### config.mk
export PLATFORM = sky130hd
export DESIGN_NAME = irq_request_capture
export DESIGN_NICKNAME = d
export VERILOG_FILES = /design/src/rtl/irq_request_capture.sv
export SDC_FILE = /design/constraint.sdc
export NUM_CORES = 1
export LEC_CHECK = 0
export CAP_MARGIN = 5
export CORE_MARGIN = 5
export CORE_UTILIZATION = 47
export DETAILED_ROUTE_END_ITERATION = 10
export PLACE_DENSITY = 0.79
export SYNTH_ARGS = -nofsm -noshare
export SYNTH_HDL_FRONTEND = slang
export SYNTH_SLANG_ARGS = --single-unit
### constraint.sdc
create_clock -name clk -period 2.15 [get_ports clk]
set_input_delay 0.215 -clock clk [delete_from_list [all_inputs] [get_ports clk]]
set_output_delay 0.215 -clock clk [all_outputs]
set_load 0.005 [all_outputs]
### src/rtl/irq_request_capture.sv
// Interrupt request front end: synchronizes four request lines, detects events
// (rising edge or level) and holds them pending until acknowledged by index.
module irq_request_capture #(
    parameter int unsigned SYNC_STAGES = 2,
    parameter bit          EDGE_MODE   = 1'b1
) (
    input  logic       clk,
    input  logic       rst,
    input  logic [3:0] irq_in,
    input  logic [3:0] mask,
    input  logic       ack,
    input  logic [1:0] ack_id,
    input  logic       clear_ovf,
    output logic [3:0] pending,
    output logic       req_valid,
    output logic [3:0] overflow
);

    localparam int unsigned NUM_IRQ = 4;

    logic [SYNC_STAGES-1:0][NUM_IRQ-1:0] sync_r;
    logic [NUM_IRQ-1:0] sync_q;
    logic [NUM_IRQ-1:0] hist_r;
    logic [NUM_IRQ-1:0] pend_r;
    logic [NUM_IRQ-1:0] event_c;
    logic [NUM_IRQ-1:0] clr_c;
    logic [NUM_IRQ-1:0] pend_nxt_c;
    logic [NUM_IRQ-1:0] ovf_set_c;
    logic [NUM_IRQ-1:0] ovf_nxt_c;
    logic [NUM_IRQ-1:0] vis_nxt_c;

    // Synchronizer chain; stage 0 samples the raw lines.
    always_ff @(posedge clk or posedge rst) begin
        if (rst) begin
            sync_r <= '0;
        end else begin
            sync_r <= {sync_r[SYNC_STAGES-2:0], irq_in};
        end
    end

    assign sync_q = sync_r[SYNC_STAGES-1];

    // Event detection, pending/overflow next state and the visible vector.
    always_comb begin
        event_c    = '0;
        clr_c      = '0;
        pend_nxt_c = '0;
        ovf_set_c  = '0;
        ovf_nxt_c  = '0;
        vis_nxt_c  = '0;

        if (EDGE_MODE) begin
            event_c = sync_q & ~hist_r;
        end else begin
            event_c = sync_q;
        end

        if (ack) begin
            clr_c[ack_id] = 1'b1;
        end

        // A new event always wins over a same-cycle acknowledge.
        pend_nxt_c = event_c | (pend_r & ~clr_c);
        ovf_set_c  = event_c & pend_r & ~clr_c;
        ovf_nxt_c  = ovf_set_c | (clear_ovf ? NUM_IRQ'(0) : overflow);
        vis_nxt_c  = pend_nxt_c & ~mask;
    end

    // State and output registers; outputs track next-state so they carry no extra lag.
    always_ff @(posedge clk or posedge rst) begin
        if (rst) begin
            hist_r    <= '0;
            pend_r    <= '0;
            overflow  <= '0;
            pending   <= '0;
            req_valid <= 1'b0;
        end else begin
            hist_r    <= sync_q;
            pend_r    <= pend_nxt_c;
            overflow  <= ovf_nxt_c;
            pending   <= vis_nxt_c;
            req_valid <= |vis_nxt_c;
        end
    end

endmodule

# --- Yosys cells after proc, flatten, opt, wreduce, memory -nomap -nowiden ---
# Cells that the tools add are included.
totals:
  word_cells: 25
  out_inout_bits: 9
  register_bits: 25
  inputBits: 14
op_classes:
  muxes: 4
  reduce_logical: 2
  bitwise_logic: 10
  magnitude_cmp: 2
op_table:
  columns: ["op", "count"]
  rows:
  - ["$and A4 B4 Y4", 5]
  - ["$not A4 Y4", 3]
  - ["$mux W4", 2]
  - ["$or A4 B4 Y4", 2]
  - ["$reduce_or A4 Y1", 1]
  - ["$lt A2 B3 Y1 const B", 1]
  - ["$demux W1 S2", 1]
  - ["$ge A2 B1 Y1 const B", 1]
  - ["$logic_and A1 B1 Y1", 1]
  - ["$mux W1", 1]

# --- Logic depth before layout (Yosys ltp) ---
# Gate-level depths: netlist (run 1).
depth:
  depth_word: 10
  mapped_depth: 4
  depth_no_buf: 4

# --- Least setup slack after synthesis (run 1) ---
# OpenSTA, ideal clock, no wires.
synth_timing:
  path_type: "input -> register"
  startpoint: "input port ack_id[0]"
  endpoint: "register req_valid"
  setup_slack_ns: 0.947
  stages: 4
  setup_ns: 0.139
  arrival_time_ns: 1.064
  required_time_ns: 2.011
  n_path_buf: 0
  cell_sequence: "nand2b_4 -> o21ai_2 -> a21oi_2 -> or4_1"
synth_via:
  elab_chain_len: 10
  word_cells_on_any_way: 11
  cone_classes: "order compare (2); mux (3); bitwise (4); reduce/logical (2)"
synth_rtl:
  columns: ["item", "line_no", "text"]
  rows:
  - ["start: declaration", "12", "input logic [1:0] ack_id,"]
  - ["$lt A2 B3 Y1 (not written as such) or $ge A2 B1 Y1 (tied branches)", "59", "clr_c[ack_id] = 1'b1;"]
  - ["$logic_and A1 B1 Y1 (not written as such)", "59", null]
  - ["$mux W1 (not written as such)", "59", null]
  - ["$demux W1 S2 (*)", "59", null]
  - ["$mux W4 (*)", "58", "if (ack) begin"]
  - ["$not A4 Y4 (*)", "63", "pend_nxt_c = event_c | (pend_r & ~clr_c);"]
  - ["$and A4 B4 Y4 (*)", "63", null]
  - ["$or A4 B4 Y4 (*)", "63", null]
  - ["$and A4 B4 Y4 (*)", "66", "vis_nxt_c = pend_nxt_c & ~mask;"]
  - ["named net vis_nxt_c[0]", "30", "logic [NUM_IRQ-1:0] vis_nxt_c;"]
  - ["$reduce_or A4 Y1 (*)", "82", "req_valid <= |vis_nxt_c;"]
  - ["end signal: assignment", "82", null]
  - ["end: declaration", "15", "output logic req_valid,"]
# Mark *: on every way through the listed nets, which the timed path passes. The rest lies on a longest branch.

# --- Final worst setup path (run 1) ---
layout_timing:
  startpoint: "register overflow[3]"
  endpoint: "output port overflow[3]"
layout_rtl:
  columns: ["item", "line_no", "text"]
  rows:
  - ["start: declaration", "16", "output logic [3:0] overflow"]
  - ["start signal: assignment", "80", "overflow <= ovf_nxt_c;"]
# No word-level cell between the ends.

==> run_results.csv, run 1 <==
group,metric,value,unit
synth,ys_warn_count,0,
power,p_leak,0.4714,nW
routing,met3_length,124,um
setup_path,cpMaxStageDelayCell,"clkdlybuf4s50_1",
synth,ys_seq_area_frac,0.7825,
routing,via_per_inst,4.837,
routing,antenna_left,0,
power,p_sw,0.1926,mW
setup_path,worstPathArrival,1.20,ns
power,finalPower,0.8392,mW
placement,dp_hpwl,920.2,um
floorplan,initial_core_util,0.4787,
finish,diodes,0,
outcome,status,"completed",
finish,area_growth,34.90,%
routing,num_vias,474,
sta,holdWs,0.2153,ns
sta,max_freq,705.4,MHz
power,power_density,778.1,nW/um2
setup_path,max_stage_delay,0.50,ns
sta,setup_tns,0,ns
sta,rsz0062_at_grt,"false",
clock_tree,cts_hold_buf,0,
finish,final_cell_mix,"dfrtp_1 (25), clkdlybuf4s50_1 (22), inv_1 (6)",
clock_tree,htreeDepth,1,
finish,layout-drive-gt1-share,0.1481,
clock_tree,cts_setup_buffers,0,
setup_path,r2r_setup_slack,0.94,ns
setup_path,cp_num_buf_inv,1,
power,p_int,0.6467,mW
routing,wirelength,1207,um
global_routing,grt_pass1_vias,491,
global_routing,grt_pass1_wl,2049,um
routing,firstDrtPassIters,2,
sta,slew_violations,0,
setup_path,path_class,"reg -> out",
synth,yosysTopAreaCellShare,0.7825,
synth,synthTopCellsByArea,"dfrtp_1 (78%), o21ai_2 (3.3%), nand2b_1 (3.1%)",
sta,setup_violations,0,
floorplan,die_x,51.25,um
setup_path,critPathTopFamily,"buffers and inverters",
placement,place_congestion,0.8007,
setup_path,cp_max_fo,2,
sta,worst_slew_pin_slew,0.2899,ns
global_routing,grt_max_degree,26,
synth,synth_cell_types,12,
finish,fin_nets,96,
sta,final-hold-violation-count,0,
sta,period_needed,1.418,ns
setup_path,reg2reg_depth,3,
synth,syn_nets,68,
finish,fillers,125,
synth,synth_top_area_cell,"dfrtp_1",
power,p_sw_frac,0.2295,
synth,syn_area,799.5,um2
setup_path,end_kind,"primary output",
floorplan,rows,15,
hold_path,hold_path_class,"in -> async",
clock_tree,clock_sinks,25,
sta,finalClockSkew,0.008120,ns
floorplan,core_area,1670,um2
flow_run,cap_violations,0,
clock_tree,clockBufferDepth,2,
placement,dp.cells,94,
clock_tree,cts_resized,0,
sta,slew_headroom,0.8067,
routing,maxUsedRoutingLayer,"met4",
power,clkPwrFrac,0.243,
finish,layoutNonFillerInstCount,98,
clock_tree,clk_latency,0.32,ns
setup_path,startpoint,"overflow[3]$_DFF_PP0_",
setup_path,cp_cell_sequence,"clkdlybuf4s50_1",
floorplan,ios,23,
clock_tree,numCtsBuffers,3,
finish,final_common_cell,"dfrtp_1",
placement,portBuffers,22,
setup_path,cp-start-kind,"flip-flop",
global_routing,grt_usage,0.1112,
global_routing,antenna_found_initial,0,
synth,ys_ff_latch,25,
routing,wl_met2,575,um
power,power_frac_seq,0.620,
routing,first_iter_violations,1,
global_routing,grt.overflow.total,0,
setup_path,rr_endpoint,"req_valid$_DFF_PP0_",
floorplan,die_area,2626,um2
synth,syn_inst,54,
sta,post-route-period-util,0.6593,
routing,wl_met1,488,um
setup_path,rr_startpoint,"sync_q[0]$_DFF_PP0_",
clock_tree,cts_root_buffer,"clkbuf_4",
routing,drc,0,
power,vdd_ir_drop_max,0.0003810,V
routing,routedWlPerCell,12.32,um
setup_path,required,1.93,ns
synth,avgSynthCellArea,14.81,um2
clock_tree,cts_tree,"done",
power,pwr-share-comb,0.137,
clock_tree,path_clk_slew,0.13,ns
floorplan,die_height,51.25,um
-- worst min-delay path: cells and delay by family --
kind | cells | cell delay (ns)
buffers and inverters | 3 | 0.72
-- stage by stage --
stage	area, um2	utilization	setup WS [ns]
after floorplan	799.5	-	0.9474
after global placement	1049	0.6277	0.4139
after detailed placement	1049	0.6277	0.3932
after CTS	1079	0.6457	0.7071
after global routing	1079	0.6457	0.6801
final	1079	0.6457	0.7324
-- registers in the layout (all words and copies together) (netlist names) --
register,cells
pending,4
sync_q,4
hist_r,4
req_valid,1
sync_r,4
overflow,4
pend_r,4
-- synthesized netlist by cell type --
| library cell | n |
|---|---|
| inv_1 | 6 |
| o21ai_1 | 1 |
| nand2b_4 | 1 |
| nand2_2 | 1 |
| or4_1 | 1 |
| o22ai_1 | 4 |
| a21oi_1 | 2 |
| dfrtp_1 | 25 |
| a21oi_2 | 2 |
| o21ai_2 | 3 |
| nand2_1 | 4 |
| nand2b_1 | 4 |
-- kinds of logic after synthesis --
group | Yosys count | share of synthesized area
AOI/OAI and AO/OA | 12 | 0.1049
buffers and inverters | 6 | 0.02817
DFF | 25 | 0.7825
and+or+nand+nor | 11 | 0.08450
-- area by class of cell --
cell class | instances | area (um2) | share of cell area
Sequential cell | 25 | 625.6 | 0.5800
Timing Repair Buffer | 23 | 227.7 | 0.2111
Multi-Input combinational cell | 23 | 151.4 | 0.1404
Clock buffer | 3 | 22.52 | 0.02088
Inverter | 6 | 22.52 | 0.02088
Tap cell | 17 | 21.27 | 0.01972
Clock inverter | 1 | 7.507 | 0.006961
-- power by group through the flow --
stage | Clock [mW] | Combinational (mW) | Sequential [mW]
after global routing | 0.230 | 0.127 | 0.525
final | 0.204 | 0.115 | 0.520
after CTS | 0.216 | 0.118 | 0.521
after floorplan | 0 | 0.0437 | 0.529
after detailed placement | 0 | 0.117 | 0.530
after global placement | 0 | 0.117 | 0.528
-- how the worst max path moves through the flow --
stage | to | cells after the start | slack, ns
floorplan | req_valid$_DFF_PP0_ | 4 | 0.95
global placement | req_valid$_DFF_PP0_ | 5 | 0.41
CTS | overflow[3] | 1 | 0.71
global route | overflow[2] | 1 | 0.68
finish | overflow[3] | 1 | 0.73
detailed placement | req_valid$_DFF_PP0_ | 5 | 0.39
-- per-layer routing --
| metal | vias to the layer above | track usage |
|---|---|---|
| met4 | 0 | 0.09170 |
| li1 | 231 | - |
| met1 | 220 | 0.1132 |
| met3 | 2 | 0.03790 |
| met2 | 21 | 0.1824 |
| met5 | - | 0 |
Note: power is estimated with default switching activity, not from simulation.
==> inputs of run 2 (changes only) <==
--- a/config.mk
+++ b/config.mk
@@ -6,10 +6,11 @@
 export NUM_CORES = 1
 export LEC_CHECK = 0
 export CAP_MARGIN = 5
+export CORE_ASPECT_RATIO = 1.4
 export CORE_MARGIN = 5
-export CORE_UTILIZATION = 47
+export CORE_UTILIZATION = 44
 export DETAILED_ROUTE_END_ITERATION = 10
-export PLACE_DENSITY = 0.79
+export PLACE_DENSITY = 0.75
 export SYNTH_ARGS = -nofsm -noshare
 export SYNTH_HDL_FRONTEND = slang
 export SYNTH_SLANG_ARGS = --single-unit
==> constraint.sdc (replaced) <==
create_clock -name clk -period 1.4 [get_ports clk]
set_input_delay 0.14 -clock clk [delete_from_list [all_inputs] [get_ports clk]]
set_output_delay 0.14 -clock clk [all_outputs]
set_load 0.005 [all_outputs]
==> run 2 against run 1 <==
  * Flip-flop and latch count is the same
  * Critical path type is now in -> reg
  * Power grew 55%
  * First-iteration DRC count grew 100%
  * Sequential share of layout area shrank 1.6 points
  * Non-clock buffer count grew 4
  * Highest routed layer is now met3
  * Count of clock-buffer cells in the layout grew 1
  * Via count grew 1.1%
  * Worst setup slack lost 0.69 ns
  * Global-route usage shrank 0.45 points
  * Register-to-register slack lost 0.77 ns
==> run_results.csv, run 2 (synthesis gave the netlist of run 1 again) <==
group,metric,value,unit
sta,setup_tns,0,ns
floorplan,die_height,60.44,um
setup_path,r2r_setup_slack,0.17,ns
setup_path,reg2reg_depth,3,
global_routing,antenna_found_initial,0,
sta,post-route-period-util,0.9709,
sta,final-hold-violation-count,0,
floorplan,die_x,46.03,um
setup_path,rr_startpoint,"sync_q[0]$_DFF_PP0_",
clock_tree,cts_root_buffer,"clkbuf_4",
routing,routedWlPerCell,12.42,um
power,p_sw,0.2888,mW
finish,layout-drive-gt1-share,0.1765,
clock_tree,numCtsBuffers,3,
global_routing,grt.overflow.total,0,
power,pwr-share-comb,0.156,
setup_path,end_kind,"flip-flop",
clock_tree,htreeDepth,1,
sta,worst_slew_pin_slew,0.2986,ns
setup_path,worstPathArrival,1.55,ns
placement,placed_area,1082,um2
outcome,status,"completed",
finish,area_growth,38.65,%
routing,wirelength,1304,um
setup_path,path_class,"in -> reg",
sta,finalClockSkew,0.008381,ns
floorplan,ios,23,
sta,max_freq,735.7,MHz
floorplan,rows,18,
finish,diodes,0,
floorplan,die_area,2782,um2
sta,setup_violations,0,
finish,final_common_cell,"dfrtp_1",
power,clkPwrFrac,0.231,
setup_path,required,1.59,ns
power,p_sw_frac,0.2220,
routing,firstDrtPassIters,2,
floorplan,core_area,1757,um2
global_routing,grt_pass1_wl,2049,um
setup_path,cp-start-kind,"primary input",
sta,slew_violations,0,
clock_tree,cts_setup_buffers,0,
clock_tree,cts_hold_buf,0,
clock_tree,path_clk_slew,0.12,ns
finish,final_util,0.6311,
finish,fin_nets,100,
finish,final_cell_mix,"dfrtp_1 (25), clkdlybuf4s50_1 (22), inv_1 (6)",
sta,period_needed,1.359,ns
setup_path,rr_endpoint,"req_valid$_DFF_PP0_",
clock_tree,clockBufferDepth,2,
power,p_int,1.012,mW
global_routing,grt_max_degree,26,
placement,dp_hpwl,1033,um
routing,antenna_left,0,
sta,slew_headroom,0.8009,
clock_tree,clock_sinks,25,
power,power_density,1173,nW/um2
sta,holdWs,0.1602,ns
routing,num_vias,479,
placement,portBuffers,22,
power,p_leak,0.4924,nW
sta,rsz0062_at_grt,"false",
clock_tree,clk_latency,0.30,ns
finish,final_area,1109,um2
setup_path,cp_max_fo,2,
floorplan,initial_core_util,0.4551,
routing,first_iter_violations,2,
routing,via_per_inst,4.562,
global_routing,grt_pass1_vias,508,
global_routing,grt_usage,0.1067,
routing,drc,0,
hold_path,hold_path_class,"in -> async",
clock_tree,cts_tree,"done",
placement,place_congestion,0.8070,
clock_tree,cts_resized,0,
power,vdd_ir_drop_max,0.0007883,V
flow_run,cap_violations,0,
power,power_frac_seq,0.613,
-- run 2: area by class of cell --
type	instances	area, um2
fill	151	648.1
sequential	25	625.6
tap	20	25.02
clock buffer	4	26.28
inverter	6	22.52
multi-input combinational	23	151.4
timing repair buffer	27	257.7
-- run 2: how the worst max path moves through the flow --
stage                             start             endpoint  slack, ns  cells past startpoint
global placement                    ack  req_valid$_DFF_PP0_      -0.27                      5
detailed placement                  ack  req_valid$_DFF_PP0_      -0.31                      5
finish                              ack  req_valid$_DFF_PP0_       0.04                      5
floorplan           sync_q[0]$_DFF_PP0_  req_valid$_DFF_PP0_       0.24                      3
CTS                                 ack  req_valid$_DFF_PP0_       0.03                      5
global route                        ack  req_valid$_DFF_PP0_       0.01                      5
-- run 2: routing by layer --
metal	vias to the layer above	global-route usage	share of wire
li1	238	-	-
met1	223	0.1061	0.38
met2	18	0.2047	0.53
met3	0	0.01780	0.084
met4	0	0.04878	0
met5	-	0	0
-- run 2: power groups by stage --
stage | Combinational, mW | Sequential, mW | Clock [mW]
6_report | 0.203 | 0.798 | 0.300
5_1_grt | 0.222 | 0.804 | 0.336
4_1_cts | 0.207 | 0.799 | 0.314
3_5_place_dp | 0.206 | 0.814 | 0
3_3_place_gp | 0.200 | 0.812 | 0
2_1_floorplan | 0.0671 | 0.813 | 0
-- run 2: critical path, cell delays in order --
cell and delay [ns]:
clkdlybuf4s50_1 0.54, nand2_2 0.09, o21ai_2 0.18, a21oi_2 0.09, or4_1 0.51
-- run 2: metrics by stage --
| stage | std cells | power (mW) | worst slack (ns) |
|---|---|---|---|
| 2_1_floorplan | 54 | 0.8802 | 0.2438 |
| 3_3_place_gp | 101 | 1.012 | -0.2683 |
| 3_5_place_dp | 101 | 1.019 | -0.3062 |
| 4_1_cts | 105 | 1.321 | 0.03220 |
| 5_1_grt | 105 | 1.362 | 0.01362 |
| 6_report | 105 | 1.301 | 0.04070 |
==> edit 1, RTL diff (settings of run 2) <==
Take the reset off `pending` and load it in a clocked block of its own.
--- a/src/rtl/irq_request_capture.sv
+++ b/src/rtl/irq_request_capture.sv
@@ -72,16 +72,18 @@
             hist_r    <= '0;
             pend_r    <= '0;
             overflow  <= '0;
-            pending   <= '0;
             req_valid <= 1'b0;
         end else begin
             hist_r    <= sync_q;
             pend_r    <= pend_nxt_c;
             overflow  <= ovf_nxt_c;
-            pending   <= vis_nxt_c;
             req_valid <= |vis_nxt_c;
         end
     end
 
+    always_ff @(posedge clk) begin
+        pending <= vis_nxt_c;
+    end
+
 endmodule
 
Function: differs if rst is asserted again (counterexample within 4 cycles, from zero or initial values and one cycle with rst high); with rst held inactive, the same outputs for 10 cycles.
==> edit 1 against run 2 <==
  * Critical path depth did not move
  * Largest power group unchanged
  * Cell area fell by 1.8%
  * Sequential cell count did not move
  * Routed wire length rose by 3.1%
  * Synthesized area fell by 2.5%
  * Worst setup slack improved by 1.6 ps
  * Die area fell by 2.0%
  * Total power fell by 0.91%
==> edit 1: results (changes against run 2) <==
run status=finished clean (unchanged); Commonest cells post-synth=dfrtp_1, inv_1 (was dfrtp_1, inv_1, nand2_1, nand2b_1, o22ai_1); number of setup buffers added after CTS=0 (unchanged); clk_lat worst skew=300 ps (about the same); vias in the first global route=510 (was 508); pin count of the biggest net entering global routing=22 (was 26); metal3 WL=92 um (was 110 um); top layer in use=met4 (was met3); post-synthesis async set-or-reset flop share=84.0% (was 100%); DP HPWL=1110 um (was 1030 um); final-layout fill cell count=141 (was 151); slew at the pin with the worst max-slew slack=254 ps (was 299 ps); wl on met1=467 um (was 502 um); clock skew=3.53 ps (was 8.38 ps); Worst-path clk slew=120 ps (about the same); total wire length=1350 um (was 1300 um); Synth cell types=13 (was 12); LEAKAGE=0.477 nW (was 0.492 nW); H-tree depth=1 (unchanged); Seq/Total Area, Yosys=77.7% (was 78.2%); first-pass GRT wire length=2170 um (was 2050 um); GP Congestion=0.731 (was 0.807); Avg Vias per Cell=4.70 (was 4.56); Tot GR Track Use=11.6% (was 10.7%); DR WL met2=772 um (was 690 um); vias=494 (was 479)
## edit 1: cell count changes in the layout (fill, tap and decap cells not counted), sizes merged
cell,before,now
dfrtp,25,21
dfxtp,0,4
## edit 1: where the power goes
part | total (W) | switching, W | internal, W
clock | 0.000289 | 0.000179 | 0.000111
combinational | 0.000201 | 0.0000773 | 0.000123
sequential | 0.000799 | 0.0000222 | 0.000777
## edit 1: worst paths after layout
kind | from | to | slack, ps | depth (start not counted)
min in group clk | irq_in[3] | sync_r[3] | 260 | 1
min reg2reg | sync_r[0] | sync_q[0] | 360 | 0
max in group asynchronous | rst | pend_r[0] | 1050 | 3
min | rst | pend_r[3] | 150 | 3
max | ack | req_valid | 40 | 5
max reg2reg | sync_q[1] | req_valid | 180 | 3
## edit 1: logic make-up after synthesis
kind of cell | Yosys count | share of synthesized area [%]
flip-flops | 25 | 77.7
AO/OA/AOI/OAI | 12 | 10.8
AND/OR/NAND/NOR | 11 | 8.67
buffers and inverters | 6 | 2.89
## edit 1: worst min-delay path, stage by stage
cell,delay (ps)
clkdlybuf4s50_1,390
inv_1,50
buf_4,260
## edit 1: final cells by class
class | count | area [um^2] | share of cell area, %
flip-flops and latches | 25 | 606 | 55.6
repair buffers | 27 | 258 | 23.7
multi-input cells | 23 | 151 | 13.9
clock buffers | 4 | 26.3 | 2.41
well taps | 20 | 25.0 | 2.30
inverters | 6 | 22.5 | 2.07
## edit 1: per-layer routing
metal | global-route usage, % | up-vias
met5 | 0 | -
met4 | 6.28 | 0
met3 | 1.81 | 2
met2 | 20.4 | 13
met1 | 12.8 | 241
li1 | - | 238
## edit 1: through the flow
| stage | setup slack [ps] | utilization [%] | area [um^2] |
|---|---|---|---|
| detailed placement | -287 | 61.3 | 1060 |
| CTS | 40.0 | 62.8 | 1090 |
| global route | 27.3 | 62.8 | 1090 |
| finish | 42.3 | 62.8 | 1090 |
| floorplan | 245 | - | 779 |
| global placement | -253 | 61.3 | 1060 |
==> edit 2, RTL diff (flow settings as in run 2) <==
Made on the original files. The parameter `EDGE_MODE` goes from 1'b1 to 1'b0.
--- a/src/rtl/irq_request_capture.sv
+++ b/src/rtl/irq_request_capture.sv
@@ -2,7 +2,7 @@
 // (rising edge or level) and holds them pending until acknowledged by index.
 module irq_request_capture #(
     parameter int unsigned SYNC_STAGES = 2,
-    parameter bit          EDGE_MODE   = 1'b1
+    parameter bit          EDGE_MODE   = 1'b0
 ) (
     input  logic       clk,
     input  logic       rst,
Formal check against the unedited RTL: not equivalent (Yosys sat finds a counterexample within 10 cycles, from zero or initial values and one cycle with rst high).
==> edit 2 against run 2 <==
  * Worst setup slack worse by 14 ps
  * Via count up 12%
  * Total power down 16%
  * Routed wire length up 12%
  * Cell area down 7.4%
  * Synthesized area down 8.8%
  * Clock skew down 5.9 ps
  * Hold slack worse by 10 ps
  * Sequential cell count down 4
  * Critical path type is now reg -> reg
  * Largest cell class unchanged
  * Largest power group unchanged
==> edit 2: results (changes against run 2) <==
Max stage delay on crit path=between 500 and 600 ps; first-pass GRT wire length=2270 um (was 2050 um); drt initial violations=5 (was 2); worst r2r path cells=3 (unchanged); Seq pwr share=60.7% (was 61.3%); delay-heaviest family, CP=simple AND/OR/NAND/NOR gates (unchanged); worst endpoint required time=1570 ps (was 1590 ps); Synth area leaders=dfrtp_1, inv_1, o21ai_0, nor2_1, nand3_1 (was dfrtp_1, o21ai_2, nand2b_1, o22ai_1, inv_1); initial antenna violation count=0 (unchanged); Tot GR Track Use=12.4% (was 10.7%); pin count of the biggest net entering global routing=22 (was 26); clock skew=2.49 ps (was 8.38 ps); DP HPWL=1050 um (was 1030 um); Commonest cells post-synth=dfrtp_1, inv_1, nor2_1 (was dfrtp_1, inv_1, nand2_1, nand2b_1, o22ai_1); DR pass1 iterations=4 (was 2); total CTS buffers=3 (unchanged); Synth cell types=16 (was 12); GP Congestion=0.768 (was 0.807); Synth Area per Inst=12.8 um^2 (was 14.8 um^2); final cycle utilization of the critical path=98.1% (was 97.1%); CTS max path bufs=2 (unchanged); CTS Root Cell=clkbuf_4 (unchanged); CP max FO=3 (was 2); Switching Share=22.3% (was 22.2%); syn_nets=71 (was 68); slew at the pin with the worst max-slew slack=329 ps (was 299 ps); vias in the first global route=496 (was 508); Seq/Total Area, Yosys=72.0% (was 78.2%); CP max-delay cell=or4_1 (was clkdlybuf4s50_1); Worst-path clk slew=100 ps (was 120 ps); worst hold path type=in -> async (unchanged); YS warnings=0 (unchanged); DP Worst Slack=-338 ps (was -306 ps); clk_lat worst skew=300 ps (about the same); Reg2Reg Setup Slack=30 ps (was 170 ps); share of cells above drive strength 1=11.5% (was 17.6%); run status=finished clean (unchanged); LEAKAGE=0.455 nW (was 0.492 nW); PortBufs=22 (unchanged); area post-placement=996 um^2 (was 0.00108 mm^2); Avg Vias per Cell=5.05 (was 4.56); placed cells=101 (unchanged); post-synthesis async set-or-reset flop share=100% (unchanged); power share of the clock group=25.1% (was 23.1%); wire length per cell=13.8 um (was 12.4 um); total internal power=0.000850 W (was 0.00101 W); antenna fix cells=0 (unchanged); VDD IR max=0.830 mV (was 0.788 mV); fin cells=106 (was 105); H-tree depth=1 (unchanged); post-route ant nets=0 (unchanged)
edit 2: cell count changes in the layout (fill, tap and decap cells not counted), moves of 4 or more:
cell / before / now
nor2_1: 0 / 5
nand2b_1: 4 / 0
dfrtp_1: 25 / 21
o21ai_0: 0 / 4
edit 2: metal layers:
layer / global-route usage [%] / share of wire [%] / vias to the layer above
met5: 0 / 0 / -
met4: 9.05 / 3.1 / 0
met3: 2.80 / 7.9 / 4
met2: 20.6 / 53 / 25
met1: 13.4 / 35 / 250
li1: - / - / 256
edit 2: area by class of cell:
cell class	instances	area, um^2
clock buffer	4	26.3
fill	141	548
inverter	7	26.3
multi-input combinational	29	178
sequential	21	526
tap	19	23.8
timing repair buffer	26	246
edit 2: worst paths after layout:
check | from | endpoint
max reg2reg | event_c[3] | req_valid
max | event_c[3] | req_valid
min | rst | sync_r[1]
max in group asynchronous | rst | pending[2]
min in group clk | irq_in[1] | sync_r[1]
min reg2reg | sync_r[1] | event_c[1]
edit 2: timing repair:
action                     in CTS  in global routing
pin swaps                       3                  0
resized for setup               3                  0
buffers inserted                0                  1
hold buffers                    0                  0
setup endpoints to repair       1                  1
edit 2: cells by family (layout without fill, tap and decap cells):
kind of cell	count (synthesis)	count (layout)	synth area share [%]
AOI/OAI and AO/OA	9	9	7.72
buffers and inverters	7	37	3.60
DFF	21	21	72.0
and+or+nand+nor	20	20	16.6
edit 2: tightest hold or removal path, cell delays in order:
cell and delay (ps):
clkdlybuf4s50_1 390, inv_1 50, buf_4 260
edit 2: through the flow:
stage	hold slack [ps]	setup TNS, ps
2_1_floorplan	117	0
3_3_place_gp	334	-331
3_5_place_dp	338	-459
4_1_cts	155	0
5_1_grt	178	-21.8
6_report	150	0
